==> src/rtl/vga_pkg.sv <==
// Shared VGA pixel-pipeline widths and sprite geometry.
package vga_pkg;

    localparam int HCNT_W = 11;
    localparam int VCNT_W = 11;
    localparam int RGB_W  = 12;
    localparam int POS_W  = 12;
    // One bit wider than POS_W so hcount - xpos never wraps.
    localparam int DIFF_W = 13;
    localparam int SPR_W  = 32;
    localparam int SPR_H  = 32;
    localparam int ROM_AW = 10;

    typedef struct packed {
        logic [HCNT_W-1:0] hcount;
        logic [VCNT_W-1:0] vcount;
        logic              hsync;
        logic              vsync;
        logic              hblnk;
        logic              vblnk;
    } vga_timing_t;

endpackage

==> src/rtl/sprite_pos_latch.sv <==
// Holds the pending and active sprite position; the active one only
// changes on a rising edge of vertical blank so a frame is never torn.
module sprite_pos_latch
    import vga_pkg::*;
#(
    parameter logic [POS_W-1:0] X_RESET = '0,
    parameter logic [POS_W-1:0] Y_RESET = '0
) (
    input  logic             clk,
    input  logic             rst_n,
    input  logic [POS_W-1:0] xpos,
    input  logic [POS_W-1:0] ypos,
    input  logic             pos_valid,
    input  logic             vblnk_in,
    output logic [POS_W-1:0] xact,
    output logic [POS_W-1:0] yact
);

    logic [POS_W-1:0] xpend_q, xpend_d;
    logic [POS_W-1:0] ypend_q, ypend_d;
    logic [POS_W-1:0] xact_q, xact_d;
    logic [POS_W-1:0] yact_q, yact_d;
    logic             pend_q, pend_d;
    logic             vblnk_prev_q, vblnk_prev_d;
    logic             vblnk_rise;

    // Next-state: capture requests, promote on vblank rise (fresh strobe wins).
    always_comb begin
        xpend_d      = xpend_q;
        ypend_d      = ypend_q;
        xact_d       = xact_q;
        yact_d       = yact_q;
        pend_d       = pend_q;
        vblnk_prev_d = vblnk_in;
        vblnk_rise   = vblnk_in & ~vblnk_prev_q;

        if (pos_valid) begin
            xpend_d = xpos;
            ypend_d = ypos;
            pend_d  = 1'b1;
        end

        if (vblnk_rise && (pend_q || pos_valid)) begin
            xact_d = pos_valid ? xpos : xpend_q;
            yact_d = pos_valid ? ypos : ypend_q;
            pend_d = 1'b0;
        end
    end

    // Position registers with async reset to the configured start point.
    always_ff @(posedge clk or negedge rst_n) begin
        if (!rst_n) begin
            xpend_q      <= '0;
            ypend_q      <= '0;
            xact_q       <= X_RESET;
            yact_q       <= Y_RESET;
            pend_q       <= 1'b0;
            vblnk_prev_q <= 1'b0;
        end else begin
            xpend_q      <= xpend_d;
            ypend_q      <= ypend_d;
            xact_q       <= xact_d;
            yact_q       <= yact_d;
            pend_q       <= pend_d;
            vblnk_prev_q <= vblnk_prev_d;
        end
    end

    assign xact = xact_q;
    assign yact = yact_q;

endmodule

==> src/rtl/draw_sprite_32x32.sv <==
// Overlays a 32x32 sprite on the VGA stream. Three register stages:
// S1 issues the ROM address, S2 waits for the registered ROM, S3 mixes.
module draw_sprite_32x32
    import vga_pkg::*;
#(
    parameter int               IMG_WIDTH  = SPR_W,
    parameter int               IMG_HEIGHT = SPR_H,
    parameter bit               KEY_EN     = 1'b1,
    parameter logic [RGB_W-1:0] KEY_COLOR  = 12'hF0F,
    parameter logic [POS_W-1:0] X_RESET    = 12'd0,
    parameter logic [POS_W-1:0] Y_RESET    = 12'd0
) (
    input  logic              clk,
    input  logic              rst_n,
    input  logic [HCNT_W-1:0] hcount_in,
    input  logic [VCNT_W-1:0] vcount_in,
    input  logic              hsync_in,
    input  logic              vsync_in,
    input  logic              hblnk_in,
    input  logic              vblnk_in,
    input  logic [RGB_W-1:0]  rgb_in,
    input  logic [POS_W-1:0]  xpos,
    input  logic [POS_W-1:0]  ypos,
    input  logic              pos_valid,
    output logic [ROM_AW-1:0] rom_addr,
    input  logic [RGB_W-1:0]  rom_pixel,
    output logic [HCNT_W-1:0] hcount_out,
    output logic [VCNT_W-1:0] vcount_out,
    output logic              hsync_out,
    output logic              vsync_out,
    output logic              hblnk_out,
    output logic              vblnk_out,
    output logic [RGB_W-1:0]  rgb_out
);

    localparam int XB = $clog2(IMG_WIDTH);
    localparam int YB = $clog2(IMG_HEIGHT);

    logic [POS_W-1:0]  xact, yact;
    logic [DIFF_W-1:0] dx, dy;
    logic              hit_s0;
    logic              key_match;
    vga_timing_t       tim_s0;

    vga_timing_t       tim_d1_q, tim_d1_d;
    vga_timing_t       tim_d2_q, tim_d2_d;
    vga_timing_t       tim_out_q, tim_out_d;
    logic [RGB_W-1:0]  rgb_d1_q, rgb_d1_d;
    logic [RGB_W-1:0]  rgb_d2_q, rgb_d2_d;
    logic [RGB_W-1:0]  rgb_out_q, rgb_out_d;
    logic              hit_d1_q, hit_d1_d;
    logic              hit_d2_q, hit_d2_d;
    logic [ROM_AW-1:0] rom_addr_q, rom_addr_d;

    sprite_pos_latch #(
        .X_RESET (X_RESET),
        .Y_RESET (Y_RESET)
    ) u_pos (
        .clk       (clk),
        .rst_n     (rst_n),
        .xpos      (xpos),
        .ypos      (ypos),
        .pos_valid (pos_valid),
        .vblnk_in  (vblnk_in),
        .xact      (xact),
        .yact      (yact)
    );

    // Hit test, address generation and the three pipeline stages' next values.
    always_comb begin
        tim_s0 = '{hcount: hcount_in, vcount: vcount_in, hsync: hsync_in,
                   vsync: vsync_in, hblnk: hblnk_in, vblnk: vblnk_in};

        // Negative offsets become large unsigned values and fail the compare,
        // so sprites left of / above the beam or off-screen clip cleanly.
        dx = DIFF_W'(hcount_in) - DIFF_W'(xact);
        dy = DIFF_W'(vcount_in) - DIFF_W'(yact);
        hit_s0 = (dx < DIFF_W'(IMG_WIDTH)) && (dy < DIFF_W'(IMG_HEIGHT)) &&
                 !hblnk_in && !vblnk_in;

        rom_addr_d = hit_s0 ? ROM_AW'({dy[YB-1:0], dx[XB-1:0]}) : '0;
        tim_d1_d   = tim_s0;
        rgb_d1_d   = rgb_in;
        hit_d1_d   = hit_s0;

        tim_d2_d   = tim_d1_q;
        rgb_d2_d   = rgb_d1_q;
        hit_d2_d   = hit_d1_q;

        key_match  = KEY_EN && (rom_pixel == KEY_COLOR);
        tim_out_d  = tim_d2_q;
        rgb_out_d  = (hit_d2_q && !key_match) ? rom_pixel : rgb_d2_q;
    end

    // Pipeline registers; reset flushes every stage to zero.
    always_ff @(posedge clk or negedge rst_n) begin
        if (!rst_n) begin
            rom_addr_q <= '0;
            tim_d1_q   <= '0;
            rgb_d1_q   <= '0;
            hit_d1_q   <= 1'b0;
            tim_d2_q   <= '0;
            rgb_d2_q   <= '0;
            hit_d2_q   <= 1'b0;
            tim_out_q  <= '0;
            rgb_out_q  <= '0;
        end else begin
            rom_addr_q <= rom_addr_d;
            tim_d1_q   <= tim_d1_d;
            rgb_d1_q   <= rgb_d1_d;
            hit_d1_q   <= hit_d1_d;
            tim_d2_q   <= tim_d2_d;
            rgb_d2_q   <= rgb_d2_d;
            hit_d2_q   <= hit_d2_d;
            tim_out_q  <= tim_out_d;
            rgb_out_q  <= rgb_out_d;
        end
    end

    assign rom_addr   = rom_addr_q;
    assign hcount_out = tim_out_q.hcount;
    assign vcount_out = tim_out_q.vcount;
    assign hsync_out  = tim_out_q.hsync;
    assign vsync_out  = tim_out_q.vsync;
    assign hblnk_out  = tim_out_q.hblnk;
    assign vblnk_out  = tim_out_q.vblnk;
    assign rgb_out    = rgb_out_q;

endmodule

==> config.mk <==
export PLATFORM = sky130hd
export DESIGN_NAME = draw_sprite_32x32
export DESIGN_NICKNAME = d
export VERILOG_FILES = /design/src/rtl/vga_pkg.sv /design/src/rtl/sprite_pos_latch.sv /design/src/rtl/draw_sprite_32x32.sv
export SDC_FILE = /design/constraint.sdc
export NUM_CORES = 1
export LEC_CHECK = 0
export ABC_AREA = 1
export CORE_MARGIN = 1.5
export CORE_UTILIZATION = 52
export CTS_CLUSTER_DIAMETER = 120
export DETAILED_ROUTE_END_ITERATION = 16
export PLACE_DENSITY = 0.85
export SLEW_MARGIN = 20
export SYNTH_ARGS = -nofsm -noshare
export SYNTH_HDL_FRONTEND = slang
export SYNTH_SLANG_ARGS = --single-unit
export TNS_END_PERCENT = 30
==> constraint.sdc <==
create_clock -name clk -period 2.6 [get_ports clk]
set_input_delay 0.39 -clock clk [delete_from_list [all_inputs] [get_ports clk]]
set_output_delay 0.39 -clock clk [all_outputs]
set_load 0.1 [all_outputs]
==> impl.org <==
** Pwr
- Across the VDD grid, the largest voltage drop is 380 µV.
- Dividing total power by cell area gives a power density of 803 nW/µm².
- Static Leakage :: 4.35 nW

** Clocking
- After clock tree synthesis, the clock-pin slew on the worst setup and hold paths is 0.06 ns.
- Number of resized instances in the post-cts repair step :: 0
- Latest clock arrival within the worst-skew pair :: 0.42 ns
- The tree is rooted in a clkbuf_16.
- CTS built an H-tree with a depth of 4.
- Num CTS Buffers :: 17
- CTS Buffer Depth :: 2
- The clock drives 175 sinks.
- CTS tree :: done

** Place
- Worst setup timing slack at the placement stage :: -0.0974 ns
- Routability-driven placement finished with a final weighted congestion of 0.805.
- Cell area after placement :: 8040 µm²
- The count of buffers added on input and output ports is 124.
- The wire-length estimate of the detail-placed layout is 10200 µm.

** Final layout
- After routing the design area is 8660 µm².
- Ratio of cells with drive above 1 in the final layout :: 15.6%
- At the end of the flow, the number of nets in the layout was 883.
- The filler cells instantiated in the layout total 941.
- Synthesis-to-finish area growth :: 30.4%
- Final standard cell utilization of the core :: 69.2%
- Antenna cells :: 0

** Min path
- The tightest min-delay check is of the flop to flop type.
- Number of cells traversed by the worst hold path :: 0

** Detailed routing
- Once detail routing completed, the nets flagged for antenna violations numbered 0.
- In the routed design, unresolved DRC markers number 0.
- First drt pass iteration count :: 5
- Vias per std cell :: 4.79
- The routed design has 13600 µm of wire.
- Via count of the routed design :: 4624
- Iteration-0 DRC count of the detailed router :: 295
- Per-cell routed wire length :: 14.1 µm

** Floorplan
- The floorplan has 41 rows.
- The total area inside the core boundary comes to 12500 µm².
- Die Outline Area :: 13500 µm²
- The die is 116 µm tall.
- Starting density of the core :: 53.1%
- Die width :: 116 µm
- In this run the count of I/O pins placed on the die edge is 125.

** STA
- Worst path setup slack after routing :: 0.305 ns
- Setup skew after layout :: 0.00670 ns
- Relative slew slack :: 53.7%
- Setup repair after global routing left no endpoint under its margin.
- For this run, the top clock speed supported by timing is 436 MHz.
- Post-Route Hold Slack :: 0.348 ns
- For the pin with the worst max-slew slack, the measured transition is 0.694 ns.
- Number of slew-limit violations in the final report :: 0
- The worst path uses 88.3% of the clock period.
- Final Setup Violations :: 0
- The number of hold-slack violations in the final timing report is 0.
- Min Clock Period, post-route :: 2.30 ns

** Synthesis
- Dividing the synthesized area by the synthesized cell count gives 10.4 µm².
- Cell variety after synth :: 27
- Part of the Yosys area used for sequential elements :: 65.9%
- Netlist Area Pre-Place :: 6640 µm²
- The number of nets in the synthesized netlist is 738.
- In this run, synthesis produced a sequential element count of 175.
- Synthesis produced a netlist whose cell count is 637.
- The Yosys step of the flow raised 0 warnings.

** GRT
- Initial antenna violation count :: 0
- Pin count of the biggest net entering global routing :: 67
- Gr ovfl total :: 0
- Global routing used 21.9% of the available tracks across all layers.
- The number of global-route vias before repair came to 4595.
- Global-route wire length before repair :: 22100 µm

** Worst setup path
- Of all nets on the critical path, the largest fanout is 6.
- Measured in cells, the most critical reg-to-reg path has a length of 14.
- Worst Setup Path Type :: primary input to flop
- Delay of the slowest cell on the worst path :: 0.47 ns
- Crit path required time :: 2.94 ns
- Signal arrival time at the worst endpoint :: 2.64 ns
- CP max-delay cell :: clkdlybuf4s50_1
- STA classifies the critical path startpoint as a primary input.
- The critical path goes through clkdlybuf4s50_1 -> inv_1 -> ha_1 -> fa_1 -> inv_1 -> nand3_1 -> nand3_1 -> nand2_1 -> nand2_1 -> nand3_1 -> nand2_1 -> nand3_1 -> nor2_2 -> nand3_2 -> buf_4 -> nor2_2.
- Crit path capture type :: flop
- Crit-path most repeated cell :: nand3_1

** Run
- Reported max-cap violation count :: 0

** Status
- Outcome :: completed
[cell type report]
class | count | area [µm²] | area share, %
flip-flops and latches | 175 | 4380 | 50.6
clock inverters | 12 | 160 | 1.85
well taps | 172 | 215 | 2.48
clock buffers | 19 | 453 | 5.23
repair buffers | 139 | 1250 | 14.4
inverters | 81 | 304 | 3.51
multi-input cells | 368 | 1900 | 21.9
[through the flow]
step                      total power, mW  cells  TNS [ns]
after floorplan                      3.95    637         0
after global placement               4.38    934         0
after detailed placement             4.42    934    -0.821
after CTS                            7.02    966         0
after global routing                 7.30    966         0
final                                6.96    966         0
[power by group]
part / total (mW) / switching (mW) / internal (mW)
combinational: 1.39 / 0.911 / 0.484
sequential: 2.98 / 0.0655 / 2.91
clock: 2.59 / 1.02 / 1.57
[path summary, 6_finish.rpt]
kind                                          end  slack (ns)                 startpoint
setup / recovery            rom_addr[2]$_DFF_PN0_        0.30               vcount_in[0]
hold / removal             tim_d2_q[25]$_DFF_PN0_        0.35     tim_d1_q[25]$_DFF_PN0_
hold reg to reg            tim_d2_q[25]$_DFF_PN0_        0.35     tim_d1_q[25]$_DFF_PN0_
setup reg to reg            rom_addr[2]$_DFF_PN0_        0.38  u_pos.yact[0]$_DFFE_PN0P_
min in group asynchronous     hsync_out$_DFF_PN0_        0.52                      rst_n
max in group asynchronous    rgb_out[0]$_DFF_PN0_        1.34                      rst_n
[kinds of logic (layout without fill, tap and decap cells)]
kind of cell               after synthesis  count (layout)  synth area share, %
and+or+nand+nor                        282             282                 18.0
DFF                                    175             175                 65.9
buffers and inverters                   94             251                 5.48
AOI/OAI and AO/OA                       50              50                 4.07
adders and majority gates               24              24                 4.75
xor gates and xnor gates                 8               8                 1.06
muxes                                    4               4                0.678
[flip-flops by register name (all words and copies together), names as in the netlist, 12 cells and up]
| name | cells |
|---|---|
| u_pos.xpend_q | 12 |
| tim_d2_q | 26 |
| tim_d1_q | 25 |
| u_pos.yact | 12 |
| rgb_d2_q | 12 |
| u_pos.ypend_q | 12 |
| rgb_d1_q | 12 |
| rgb_out | 12 |
| u_pos.xact | 12 |
[placed cells by master, fill, tap and decap left out, types with 2 or more instances in the layout]
| cell | Yosys | routed |
|---|---|---|
| nand2_1 | 196 | 196 |
| dfrtp_1 | 175 | 175 |
| inv_1 | 80 | 80 |
| clkdlybuf4s50_1 | 0 | 75 |
| buf_4 | 0 | 61 |
| o21ai_0 | 33 | 33 |
| nand3_1 | 28 | 28 |
| ha_1 | 22 | 22 |
| nor2_1 | 22 | 21 |
| clkbuf_16 | 0 | 17 |
| nor2_2 | 14 | 15 |
| a21oi_1 | 9 | 9 |
| nand4_1 | 8 | 8 |
| xnor2_1 | 5 | 5 |
| mux2_2 | 4 | 4 |
| nand3_2 | 4 | 4 |
| nand2_2 | 4 | 4 |
| nor4_1 | 3 | 3 |
| o21bai_1 | 3 | 3 |
| xor2_1 | 3 | 3 |
| clkinvlp_4 | 0 | 3 |
| bufinv_16 | 0 | 3 |
| a21oi_2 | 2 | 2 |
| nor3_1 | 2 | 2 |
| a31oi_1 | 2 | 2 |
| fa_1 | 2 | 2 |
| clkbuf_8 | 0 | 2 |
| clkinv_4 | 0 | 2 |
| clkinv_2 | 0 | 2 |
[worst max-delay path: cells and delay by family]
| kind | cells | cell delay (ns) |
|---|---|---|
| simple gates | 10 | 0.84 |
| buf+inv | 4 | 0.78 |
| fa+ha+maj | 2 | 0.61 |
[metal layers]
metal | share of wire (%) | GRT usage, %
met1 | 44 | 27.4
met2 | 50 | 36.9
met3 | 5.3 | 5.49
met4 | 1.2 | 8.62
met5 | 0 | 0
[cells in the mapped netlist]
master      n  share of area (%)
nand3_1    28                2.1
clkbuf_1    9               0.51
xor2_1      3               0.40
nor2_1     22                1.2
fa_1        2               0.60
buf_2       3               0.23
inv_1      80                4.5
ha_1       22                4.1
a21oi_1     9               0.68
mux2_2      4               0.68
a21oi_2     2               0.26
inv_2       1              0.056
dfrtp_1   175                 66
nor3_1      2               0.15
nor2_2     14                1.3
nand4_1     8               0.75
nand3_2     4               0.60
a31oi_1     2               0.19
nand3b_1    1               0.11
o21bai_1    3               0.34
nand2_2     4               0.38
o21ai_0    33                2.5
xnor2_1     5               0.66
a22oi_1     1               0.11
nand2_1   196                 11
nor4_1      3               0.28
buf_6       1               0.17
[timing repair]
action                    CTS  global route
hold buffers                1             0
buffers inserted            0             0
hold endpoints to repair   62             0
Power figures use the tool's default switching activity.
